===== src/rtl/directory_req_sched.sv =====
// Directory bank input scheduler: demand and prefetch FIFOs arbitrated onto one
// valid/retry port, demand-first with a prefetch starvation bound.
module directory_req_sched #(
    parameter int REQ_DEPTH = 8,
    parameter int PF_DEPTH  = 8,
    parameter int REQ_W     = 64,
    parameter int PF_W      = 48,
    parameter int PF_STARVE = 8
) (
    input  logic             clk,
    input  logic             reset,
    input  logic             l2todr_req_valid,
    output logic             l2todr_req_retry,
    input  logic [REQ_W-1:0] l2todr_req,
    input  logic             l2todr_pfreq_valid,
    output logic             l2todr_pfreq_retry,
    input  logic [PF_W-1:0]  l2todr_pfreq,
    output logic             sched_valid,
    input  logic             sched_retry,
    output logic             sched_is_pf,
    output logic [REQ_W-1:0] sched_req,
    output logic [PF_W-1:0]  sched_pfreq,
    output logic             pf_drop,
    output logic [15:0]      pf_drop_cnt
);
    localparam int RAW = $clog2(REQ_DEPTH);
    localparam int RCW = RAW + 1;
    localparam int PAW = $clog2(PF_DEPTH);
    localparam int PCW = PAW + 1;
    localparam int SW  = $clog2(PF_STARVE + 1);
    localparam logic [RCW-1:0] REQ_FULL_CNT = RCW'(REQ_DEPTH);
    localparam logic [PCW-1:0] PF_FULL_CNT  = PCW'(PF_DEPTH);
    localparam logic [SW-1:0]  STARVE_MAX   = SW'(PF_STARVE);

    logic [REQ_W-1:0] req_mem [REQ_DEPTH];
    logic [RAW-1:0]   req_rd, req_wr;
    logic [RCW-1:0]   req_cnt, req_cnt_nxt;
    logic             req_full, req_empty;

    logic [PF_W-1:0]  pf_mem [PF_DEPTH];
    logic [PAW-1:0]   pf_rd, pf_wr;
    logic [PCW-1:0]   pf_cnt, pf_cnt_nxt;
    logic             pf_full, pf_empty;

    logic             lock, lock_is_pf;
    logic [SW-1:0]    starve_cnt, starve_nxt;
    logic             sel_pf, grant, req_deq, pf_deq, req_enq;
    logic             pf_head_held, pf_drop_in, pf_drop_old, pf_wr_en, pf_rd_adv;

    assign l2todr_req_retry   = req_full;
    assign l2todr_pfreq_retry = 1'b0;
    assign req_empty          = (req_cnt == '0);
    assign pf_empty           = (pf_cnt == '0);

    always_comb begin
        sel_pf = 1'b0;
        if (lock)
            sel_pf = lock_is_pf;
        else
            sel_pf = !pf_empty && (req_empty || starve_cnt == STARVE_MAX);
    end

    assign sched_valid = lock | !req_empty | !pf_empty;
    assign sched_is_pf = sel_pf;
    assign sched_req   = req_mem[req_rd];
    assign sched_pfreq = pf_mem[pf_rd];

    assign grant   = sched_valid & !sched_retry;
    assign req_deq = grant & !sel_pf;
    assign pf_deq  = grant & sel_pf;
    assign req_enq = l2todr_req_valid & !req_full;

    // A presented-and-retried prefetch head must stay put, so a full queue
    // sacrifices the incoming entry; otherwise the oldest entry is evicted.
    assign pf_head_held = sel_pf & sched_retry;
    assign pf_drop_in   = l2todr_pfreq_valid & pf_full & !pf_deq & pf_head_held;
    assign pf_drop_old  = l2todr_pfreq_valid & pf_full & !pf_deq & !pf_head_held;
    assign pf_wr_en     = l2todr_pfreq_valid & !pf_drop_in;
    assign pf_rd_adv    = pf_deq | pf_drop_old;

    assign req_cnt_nxt = req_cnt + RCW'(req_enq) - RCW'(req_deq);
    assign pf_cnt_nxt  = pf_cnt + PCW'(pf_wr_en) - PCW'(pf_rd_adv);

    always_comb begin
        starve_nxt = starve_cnt;
        if (pf_deq || pf_empty)
            starve_nxt = '0;
        else if (req_deq && starve_cnt != STARVE_MAX)
            starve_nxt = starve_cnt + SW'(1);
    end

    always_ff @(posedge clk or negedge reset) begin
        if (!reset) begin
            req_rd      <= '0;
            req_wr      <= '0;
            req_cnt     <= '0;
            req_full    <= 1'b0;
            pf_rd       <= '0;
            pf_wr       <= '0;
            pf_cnt      <= '0;
            pf_full     <= 1'b0;
            lock        <= 1'b0;
            lock_is_pf  <= 1'b0;
            starve_cnt  <= '0;
            pf_drop     <= 1'b0;
            pf_drop_cnt <= '0;
        end else begin
            if (req_enq)   req_wr <= req_wr + RAW'(1);
            if (req_deq)   req_rd <= req_rd + RAW'(1);
            if (pf_wr_en)  pf_wr  <= pf_wr + PAW'(1);
            if (pf_rd_adv) pf_rd  <= pf_rd + PAW'(1);
            req_cnt    <= req_cnt_nxt;
            req_full   <= (req_cnt_nxt == REQ_FULL_CNT);
            pf_cnt     <= pf_cnt_nxt;
            pf_full    <= (pf_cnt_nxt == PF_FULL_CNT);
            lock       <= sched_valid & sched_retry;
            lock_is_pf <= sel_pf;
            starve_cnt <= starve_nxt;
            pf_drop    <= pf_drop_in | pf_drop_old;
            if ((pf_drop_in || pf_drop_old) && pf_drop_cnt != 16'hFFFF)
                pf_drop_cnt <= pf_drop_cnt + 16'd1;
        end
    end

    always_ff @(posedge clk) begin
        if (req_enq)  req_mem[req_wr] <= l2todr_req;
        if (pf_wr_en) pf_mem[pf_wr]   <= l2todr_pfreq;
    end
endmodule


===== config.mk =====
export PLATFORM = sky130hd
export DESIGN_NAME = directory_req_sched
export DESIGN_NICKNAME = d
export VERILOG_FILES = /design/src/rtl/directory_req_sched.sv
export SDC_FILE = /design/constraint.sdc
export NUM_CORES = 1
export LEC_CHECK = 0
export CORE_AREA = 5 5 230 277
export DETAILED_ROUTE_END_ITERATION = 6
export DIE_AREA = 0 0 235 282
export GPL_TIMING_DRIVEN = 0
export PLACE_DENSITY = 0.8
export RECOVER_POWER = 50
export SYNTH_ARGS = -nofsm -noshare
export SYNTH_HDL_FRONTEND = slang
export SYNTH_SLANG_ARGS = --single-unit

===== constraint.sdc =====
create_clock -name clk -period 14.9 [get_ports clk]
set_input_delay 2.98 -clock clk [delete_from_list [all_inputs] [get_ports clk]]
set_output_delay 2.98 -clock clk [all_outputs]
set_load 0.02 [all_outputs]

==> impl_metrics.ini <==
[synthesis]
async_flop_share = 0.0478
yosysSeqAreaShare = 0.780
ys_types = 48
synth_area_per_cell_um2 = 23.6
synth_area_um2 = 35900
yosys_warnings = 0
ys_ff_latch = 941
synthesis.instances = 1520
ys.flop_type = edfxtp_1
synth_edf_count = 896
syn_nets = 1656

[routing]
via_count = 17400
ant_nets = 0
drc = 0
wl_per_cell_um = 28.1
first_pass_iters = 6
via_per_inst = 6.15
drt_iter0_drc = 1476
route.final.wire_length_mm = 79.6

[place]
hpwl_mm = 50.3
io_buffers = 248
dpl_cell_area_um2 = 40500
gp_congestion = 0.743

[timing]
skew_ps = 17.3
worst_pin_slew_ps = 1520
finalHoldViolCount = 0
post-route-min-period_ps = 6960
relSlewSlack = -0.0105
finalSetupViolations = 0
tns_ps = 0
post-route-period-util = 0.467
rsz0062_at_grt = false
max_freq_mhz = 144
slew_violations = 29
holdWs_ps = 493

[finish]
final_area_um2 = 43400
area_delta_synth_final_pct = 20.7
final_cell_mix = edfxtp_1, mux4_2, clkdlybuf4s50_1, mux2_2, dlygate4sd3_1
final_common_cell = edfxtp_1
drive_above_1_share = 0.290
fin_nets = 2075

[clock_tree]
cts_tree = yes
clockBufferDepth = 3
clock_latency_ps = 630
post_cts_resized = 0
numCtsBuffers = 88
clock_sink_count = 941
cts-root-buf = clkbuf_16
cts_hold_buf = 0
post-cts-setup-buffers = 0
htreeDepth = 3
clkTransAtPathRegs_ps = 60

[floorplanning]
start_util = 0.593
ioPinCount = 250
rows = 99
die_w_um = 235
die_height_um = 282
core_area_um2 = 60600
dieArea_um2 = 66300

[grt]
grt_usage = 0.240
grt_max_degree = 29
first_global_vias = 18600
antenna_found_initial = 26
grt_overflow = 0
grt_pass1_wl_mm = 119

[critical_path]
crit_type = reg2out
timing.critical_path.required_ps = 11920
arrival_ps = 3980
end_kind = output pin
cp_max_fo = 10
cp-start-kind = register

[power]
vdd_drop_max_mv = 0.170
power_mw = 8.75
p_leak_nw = 14.2
power_density_nw_per_um2 = 202

[worst_hold_path]
hold_path_class = reg2reg

[status]
status = finished, violations left
violations = capacitance limit, slew limit

[job]
max_cap_violations = 1
-- report_power, final --
| part | total (mW) | internal, mW | leakage (nW) | switching, mW |
|---|---|---|---|---|
| combinational | 3.10 | 1.49 | 4.11 | 1.61 |
| sequential | 3.43 | 3.31 | 8.70 | 0.123 |
| clock | 2.22 | 1.27 | 1.39 | 0.946 |
-- final timing paths --
check | from | end | slack, ps | cells past startpoint
worst min-delay path | req_wr[2]$_DFFE_PN0P_ | req_wr[2]$_DFFE_PN0P_ | 490 | 1
worst min register to register | req_wr[2]$_DFFE_PN0P_ | req_wr[2]$_DFFE_PN0P_ | 490 | 1
max in group asynchronous | reset | starve_cnt[2]$_DFFE_PN0P_ | 10460 | 2
min in group asynchronous | reset | req_wr[0]$_DFFE_PN0P_ | 2510 | 1
worst max register to register | req_cnt[2]$_DFF_PN0_ | pf_mem[1][23]$_DFFE_PP_ | 11390 | 11
worst max-delay path | pf_rd[1]$_DFFE_PN0P_ | sched_pfreq[25] | 7940 | 6
-- cell families after synthesis --
| group | share of synthesized area |
|---|---|
| flip-flops | 0.780 |
| multiplexers | 0.178 |
| adder cells (fa/ha/maj) | 0.00704 |
| XOR/XNOR | 0.00658 |
| buffers and inverters | 0.0101 |
| AND/OR/NAND/NOR | 0.0142 |
| AO/OA/AOI/OAI | 0.00352 |
| other | 0.000104 |
-- through the flow --
stage	setup slack, ps	cells	util
4_1_cts	7890	2816	0.716
6_report	7940	2836	0.716
2_1_floorplan	5940	1520	-
3_5_place_dp	8560	2657	0.669
3_3_place_gp	320	2576	0.651
5_1_grt	7800	2827	0.715
-- per-layer routing --
layer	vias to the layer above	global-route usage	share of wire
met4	14	0.0794	0.027
met3	138	0.0523	0.078
met5	-	0	0.0010
met2	794	0.418	0.53
li1	7287	-	-
met1	9202	0.306	0.36
-- Yosys cell counts (2+ instances only) --
cell | count | area share
buf_1 | 8 | 0.00084
edfxtp_1 | 896 | 0.75
and4_1 | 2 | 0.00049
mux2_1 | 4 | 0.0013
nand2b_1 | 6 | 0.0010
xnor2_1 | 10 | 0.0024
dfrtp_1 | 45 | 0.031
mux4_2 | 224 | 0.14
nor2_1 | 12 | 0.0013
inv_1 | 19 | 0.0020
fa_1 | 2 | 0.0011
nor3b_1 | 4 | 0.00084
a21o_1 | 3 | 0.00063
nand2_1 | 17 | 0.0018
nor4b_1 | 6 | 0.0015
nand3_1 | 11 | 0.0015
clkbuf_1 | 38 | 0.0040
nand4_1 | 4 | 0.00070
nor4_1 | 7 | 0.0012
buf_2 | 19 | 0.0026
xor2_1 | 17 | 0.0041
nor3_1 | 6 | 0.00084
ha_1 | 17 | 0.0059
mux2_2 | 115 | 0.036
a21oi_1 | 5 | 0.00070
-- state kept, by name, summed over array words and instances (netlist names), 3 cells and up --
register and cells:
starve_cnt 4, req_mem 512, pf_drop_cnt 16, req_cnt 4
pf_cnt 4, req_wr 3, pf_mem 384, req_rd 3
pf_wr 3, pf_rd 3
-- layout make-up --
type	instances	area (µm²)
Multi-Input combinational cell	492	7570
Timing Repair Buffer	329	3490
Antenna cell	20	50.0
Inverter	20	77.6
Buffer	67	278
Fill cell	3323	17200
Clock buffer	103	2320
Tap cell	808	1010
Clock inverter	56	527
Sequential cell	941	28000
-- critical path, stage by stage (launching register included) --
cell and delay (ps):
dfrtp_1 380, clkbuf_1 430, clkbuf_1 600, clkbuf_1 660, mux4_2 420, mux2_2 310
clkdlybuf4s50_1 560
Power figures use the tool's default switching activity.
